[src/rtl/vec_chunk_server.sv]
// Vector buffer in front of an MVProd layer: packs input bytes into chunks, serves them, drains results.
// Optional proto_err output when VCB_PROTOCOL_CHECK_EN is defined.
module vec_chunk_server #(
    parameter int InVecLength  = 8,
    parameter int OutVecLength = 4,
    parameter int WorkingRegs  = 4
) (
    input  logic                            clk_in,
    input  logic                            rst_in,
    input  logic                            wr_valid,
    input  logic signed [7:0]               wr_data,
    output logic                            wr_ready,
    output logic                            in_data_ready,
    output logic signed [WorkingRegs*8-1:0] in_data,
    input  logic                            req_chunk_in,
    input  logic                            req_chunk_ptr_rst,
    input  logic                            req_chunk_out,
    input  logic signed [7:0]               write_out_data,
    input  logic                            out_vector_valid,
`ifdef VCB_PROTOCOL_CHECK_EN
    output logic                            proto_err,
`endif
    output logic                            out_valid,
    output logic signed [7:0]               out_data,
    input  logic                            out_ready
);

    localparam int NumChunks = InVecLength / WorkingRegs;
    localparam int ChW = (NumChunks > 1) ? $clog2(NumChunks) : 1;
    localparam int LnW = (WorkingRegs > 1) ? $clog2(WorkingRegs) : 1;
    localparam int DpW = (OutVecLength > 1) ? $clog2(OutVecLength) : 1;
    localparam int OcW = $clog2(OutVecLength + 1);

    localparam logic [ChW-1:0] LastChunk = ChW'(NumChunks - 1);
    localparam logic [LnW-1:0] LastLane  = LnW'(WorkingRegs - 1);
    localparam logic [DpW-1:0] LastDrain = DpW'(OutVecLength - 1);
    localparam logic [OcW-1:0] OutFull   = OcW'(OutVecLength);
    localparam logic [OcW-1:0] OutLast   = OcW'(OutVecLength - 1);

    typedef enum logic [1:0] {
        FILL  = 2'd0,
        SERVE = 2'd1,
        DRAIN = 2'd2
    } state_t;

    state_t state, nxt;

    logic [7:0]     in_mem  [NumChunks][WorkingRegs];
    logic [7:0]     out_mem [OutVecLength];
    logic [ChW-1:0] wr_chunk;
    logic [LnW-1:0] wr_lane;
    logic [ChW-1:0] rd_ptr;
    logic [OcW-1:0] out_cnt;
    logic [DpW-1:0] drain_ptr;

    logic wr_fire;
    logic last_in;
    logic srv;
    logic out_take;
    logic out_fire;
    logic drain_done;

    assign wr_ready   = (state == FILL);
    assign srv        = (state == SERVE);
    assign wr_fire    = wr_valid && (state == FILL);
    assign last_in    = (wr_chunk == LastChunk) && (wr_lane == LastLane);
    assign out_take   = srv && req_chunk_out && (out_cnt != OutFull);
    assign out_fire   = out_valid && out_ready && (state == DRAIN);
    assign drain_done = out_fire && (drain_ptr == LastDrain);

    always_comb begin
        in_data = '0;
        for (int j = 0; j < WorkingRegs; j++) begin
            in_data[j*8 +: 8] = in_mem[rd_ptr][j];
        end
    end

    always_ff @(posedge clk_in or posedge rst_in) begin
        if (rst_in) state <= FILL;
        else        state <= nxt;
    end

    always_comb begin
        nxt = state;
        case (state)
            FILL:    if (wr_fire && last_in) nxt = SERVE;
            SERVE:   if (out_take && (out_cnt == OutLast)) nxt = DRAIN;
            DRAIN:   if (drain_done) nxt = FILL;
            default: nxt = FILL;
        endcase
    end

    always_ff @(posedge clk_in or posedge rst_in) begin
        if (rst_in) begin
            for (int c = 0; c < NumChunks; c++) begin
                for (int l = 0; l < WorkingRegs; l++) begin
                    in_mem[c][l] <= '0;
                end
            end
            for (int o = 0; o < OutVecLength; o++) begin
                out_mem[o] <= '0;
            end
            wr_chunk      <= '0;
            wr_lane       <= '0;
            rd_ptr        <= '0;
            out_cnt       <= '0;
            drain_ptr     <= '0;
            in_data_ready <= 1'b0;
            out_valid     <= 1'b0;
            out_data      <= '0;
        end else begin
            if (wr_fire) begin
                in_mem[wr_chunk][wr_lane] <= wr_data;
                if (wr_lane == LastLane) begin
                    wr_lane  <= '0;
                    wr_chunk <= last_in ? '0 : wr_chunk + 1'b1;
                end else begin
                    wr_lane <= wr_lane + 1'b1;
                end
                if (last_in) begin
                    rd_ptr        <= '0;
                    out_cnt       <= '0;
                    in_data_ready <= 1'b1;
                end
            end

            // Rewind wins over advance so the engine can restart a pass cleanly.
            if (srv) begin
                if (req_chunk_in) in_data_ready <= 1'b0;
                if (req_chunk_ptr_rst)
                    rd_ptr <= '0;
                else if (req_chunk_in)
                    rd_ptr <= (rd_ptr == LastChunk) ? '0 : rd_ptr + 1'b1;
            end

            if (out_take) begin
                out_mem[out_cnt[DpW-1:0]] <= write_out_data;
                out_cnt <= out_cnt + 1'b1;
                if (out_cnt == OutLast) drain_ptr <= '0;
            end

            if (state == DRAIN) begin
                if (!out_valid) begin
                    out_valid <= 1'b1;
                    out_data  <= out_mem[drain_ptr];
                end else if (out_ready) begin
                    if (drain_ptr == LastDrain) begin
                        out_valid <= 1'b0;
                        drain_ptr <= '0;
                    end else begin
                        drain_ptr <= drain_ptr + 1'b1;
                        out_data  <= out_mem[drain_ptr + 1'b1];
                    end
                end
            end
        end
    end

`ifdef VCB_PROTOCOL_CHECK_EN
    logic err_now;
    assign err_now = (!srv && (req_chunk_in || req_chunk_ptr_rst))
                   || (req_chunk_out && (out_cnt == OutFull))
                   || (out_vector_valid && (out_cnt != OutLast) && !req_chunk_out);

    always_ff @(posedge clk_in or posedge rst_in) begin
        if (rst_in)       proto_err <= 1'b0;
        else if (err_now) proto_err <= 1'b1;
    end
`else
    logic unused_ovv;
    assign unused_ovv = out_vector_valid;
`endif

endmodule

[config.mk]
export PLATFORM = sky130hd
export DESIGN_NAME = vec_chunk_server
export DESIGN_NICKNAME = d
export VERILOG_FILES = /design/src/rtl/vec_chunk_server.sv
export SDC_FILE = /design/constraint.sdc
export NUM_CORES = 1
export LEC_CHECK = 0
export ABC_AREA = 1
export CAP_MARGIN = 0
export CORE_MARGIN = 5
export CORE_UTILIZATION = 56
export CTS_CLUSTER_DIAMETER = 80
export DETAILED_ROUTE_END_ITERATION = 8
export HOLD_SLACK_MARGIN = 0.15
export PLACE_DENSITY = 0.8
export SLEW_MARGIN = 30
export SYNTH_ARGS = -nofsm -noshare
export SYNTH_HDL_FRONTEND = slang
export SYNTH_SLANG_ARGS = --single-unit
[constraint.sdc]
create_clock -name clk_in -period 4.95 [get_ports clk_in]
set_input_delay 0.495 -clock clk_in [delete_from_list [all_inputs] [get_ports clk_in]]
set_output_delay 0.495 -clock clk_in [all_outputs]
set_load 0.02 [all_outputs]
==> impl_metrics.yaml <==
setup_path:
  worst-r2r-cell-count: 8
  critPathMaxFanout: 30
  critical_path.cell_chain: "buf_4, mux2_2, clkdlybuf4s50_1"
  crit_family: "buffers and inverters"
  critical_path.reg2reg.startpoint: "drain_ptr[0]$_DFF_PP0_"
  rrSetupSlack_ns: 2.32
  timing.critical_path.from: "rd_ptr$_DFF_PP0_"
  worst_setup_path_end_kind: "output port"
  setup.worst_path.end: "in_data[19]"
  cp_depth: 3
  arrival_time_of_data_at_the_critical_path_endpoint_ns: 2.35
  critical_path_class: "flip-flop to output port"
  cp_data_required_time_ns: 4.45
  timing.rr.end: "out_data[2]$_DFFE_PP0P_"
  timing.critical_path.slowest_cell_delay_ns: 0.55
  critical_path.n_buffers_inverters: 2
  crit_path_top_delay_cell: "clkdlybuf4s50_1"
  timing.critical_path.from_type: "flip-flop"
job:
  timing.max_cap.violations: 0
drt:
  drt-total-wl_um: 13600
  detailedRoute.firstIterationViolations: 317
  post-route-drc-count: 0
  detailroute.via_count: 4597
  routed_wire_length_per_instance_um: 16.7
  detail_route.vias_per_cell: 5.63
  firstDrtPassIters: 6
  ant_nets: 0
logic_synthesis:
  post_synth_num_cell_types: 25
  syn_area_um2: 5680
  synthesis.area_per_instance_um2: 9.27
  synth_seq_area_share: 0.515
  netlist.area_leader.share: 0.515
  synth.area.top_cells: "dfrtp_1, nand2_1, mux2_2, o21ai_1, nand3_1"
  synth-warning-count: 0
  asyncSetResetFlopFracSynth: 1.00
  synth_most_common_cell: "nand2_1"
  yosys_register_bits: 117
  synth_enable_flop_cells: 0
  dominantRegCellSynth: "dfrtp_1"
  synth_top_cell_by_area: "dfrtp_1"
  gate_count_of_the_mapped_netlist: 613
  synthTopCellsByCount: "nand2_1, dfrtp_1, o21ai_1, nand3_1, mux2_2"
  synth_fp_nets: 647
cts:
  ctsResizeCount: 0
  cts.repair_timing.setup_buffer_count: 0
  clockRootBuffer: "clkbuf_8"
  clock_tree_from_tritoncts: "yes"
  postCtsHoldBufs: 0
  cts.clk_slew.worst_paths_ns: 0.06
  clockBufferDepth: 2
  clock_sinks: 117
  htree_num_levels: 4
  clkLatencyLatePin_ns: 0.53
  number_of_cts_inserted_buffers: 17
timing:
  finalHoldWorstSlack_ns: 0.447
  layout_min_cycle_time_ns: 2.84
  tightest_slew_ns: 0.975
  timing.final.setup_violations: 0
  finalHoldViolations: 0
  skew_ns: 0.0110
  setup_slack_ns: 2.11
  finalCritPeriodShare: 0.574
  fmax_ghz: 0.352
  fin_setup_tns_ns: 0
  slew_violations: 0
  grt_setup_unrepaired: "no"
  timing.max_slew.rel_slack: 0.350
global_routing:
  grt_first_pass_wirelength_um: 23000
  initial_antenna_violation_count: 0
  first_global_vias: 4795
  grt_start_max_net_pins: 80
  globalRouteOverflowTotal: 0
  gr-usage-all-layers: 0.230
floorplanning:
  floorplan.die_area_um2: 12300
  start_util: 0.579
  die-width_um: 111
  die_height_um: 111
  design.core.area_um2: 9820
  io-pin-count: 67
  std_cell_rows: 36
cells_and_area:
  final_cell_count_no_fill: 817
  post_route_cells_drive_above_1_share: 0.162
  antenna_cells: 0
  fin_area_um2: 6970
  area_growth_pct: 22.6
  layout.core_utilization: 0.709
  final_net_count: 705
pwr:
  power.density_nw_per_um2: 742
  leakagePower_nw: 3.32
  sum_of_internal_switching_and_leakage_power_mw: 5.17
  vdd_ir_drop_max_mv: 0.417
placement:
  place_area_um2: 6300
  post-place-ws_ns: 2.42
  placement.io_buffers: 65
  place.gp.congestion: 0.845
  hpwl_um: 8650
  total_instance_count_after_detailed_placement: 785
outcome:
  outcome: "completed"
min_path:
  holdCritPathClass: "input pin to async pin"
-- where the power goes --
part | internal, mW | total [mW] | switching, mW
logic | 0.921 | 2.10 | 1.18
clock network | 0.934 | 1.37 | 0.440
registers | 1.37 | 1.69 | 0.327
total | 3.22 | 5.17 | 1.94
-- worst min path at each step --
stage,start,to,slack (ns)
6_report,rst_in,in_mem[59]$_DFFE_PP0P_,0.45
5_1_grt,in_mem[26]$_DFFE_PP0P_,in_mem[26]$_DFFE_PP0P_,0.50
4_1_cts,in_mem[11]$_DFFE_PP0P_,in_mem[11]$_DFFE_PP0P_,0.48
3_5_place_dp,in_mem[63]$_DFFE_PP0P_,in_mem[63]$_DFFE_PP0P_,0.47
3_3_place_gp,in_mem[14]$_DFFE_PP0P_,in_mem[14]$_DFFE_PP0P_,0.46
2_1_floorplan,in_mem[0]$_DFFE_PP0P_,in_mem[0]$_DFFE_PP0P_,0.45
-- flip-flops by register name, indices dropped and copies added, names as in the netlist --
| register | flops |
|---|---|
| in_mem | 64 |
| out_mem | 32 |
| out_data | 8 |
| out_cnt | 3 |
| drain_ptr | 2 |
| state | 2 |
| wr_lane | 2 |
| in_data_ready | 1 |
| out_valid | 1 |
| rd_ptr | 1 |
| wr_chunk | 1 |
-- kinds of logic (layout without fill, tap and decap cells) --
| logic type | Yosys count | in the layout | share of synthesized area |
|---|---|---|---|
| compound gates | 110 | 110 | 0.113 |
| buf+inv | 64 | 135 | 0.0614 |
| flops | 117 | 117 | 0.515 |
| fa+ha+maj | 10 | 10 | 0.0220 |
| mux | 32 | 32 | 0.0634 |
| simple gates | 280 | 280 | 0.225 |
-- metal layers --
metal  vias to the layer above  global-route usage  share of wire
li1                       2140                   -              -
met1                      2230               0.288           0.41
met3                        26              0.0568          0.065
met4                         0              0.0985          0.019
met5                         -                   0              0
met2                       201               0.381           0.50
-- area by class of cell --
class | count | area [um^2]
fillers | 688 | 2850
repair buffers | 67 | 666
well taps | 133 | 166
clock buffers | 20 | 435
clock inverters | 12 | 225
multi-input cells | 432 | 2400
flip-flops and latches | 117 | 2930
inverters | 36 | 140
-- placed cells by master (no fill, tap or decap), drive strengths merged --
master / count
a21oi: 2
buf: 2
bufinv: 6
clkbuf: 20
clkdlybuf4s50: 65
clkinv: 5
dfrtp: 117
ha: 10
inv: 37
mux2: 32
nand2: 214
nand3: 60
nand4: 1
nor2: 5
o21ai: 107
o22ai: 1
(Power assumes the default switching activity.)
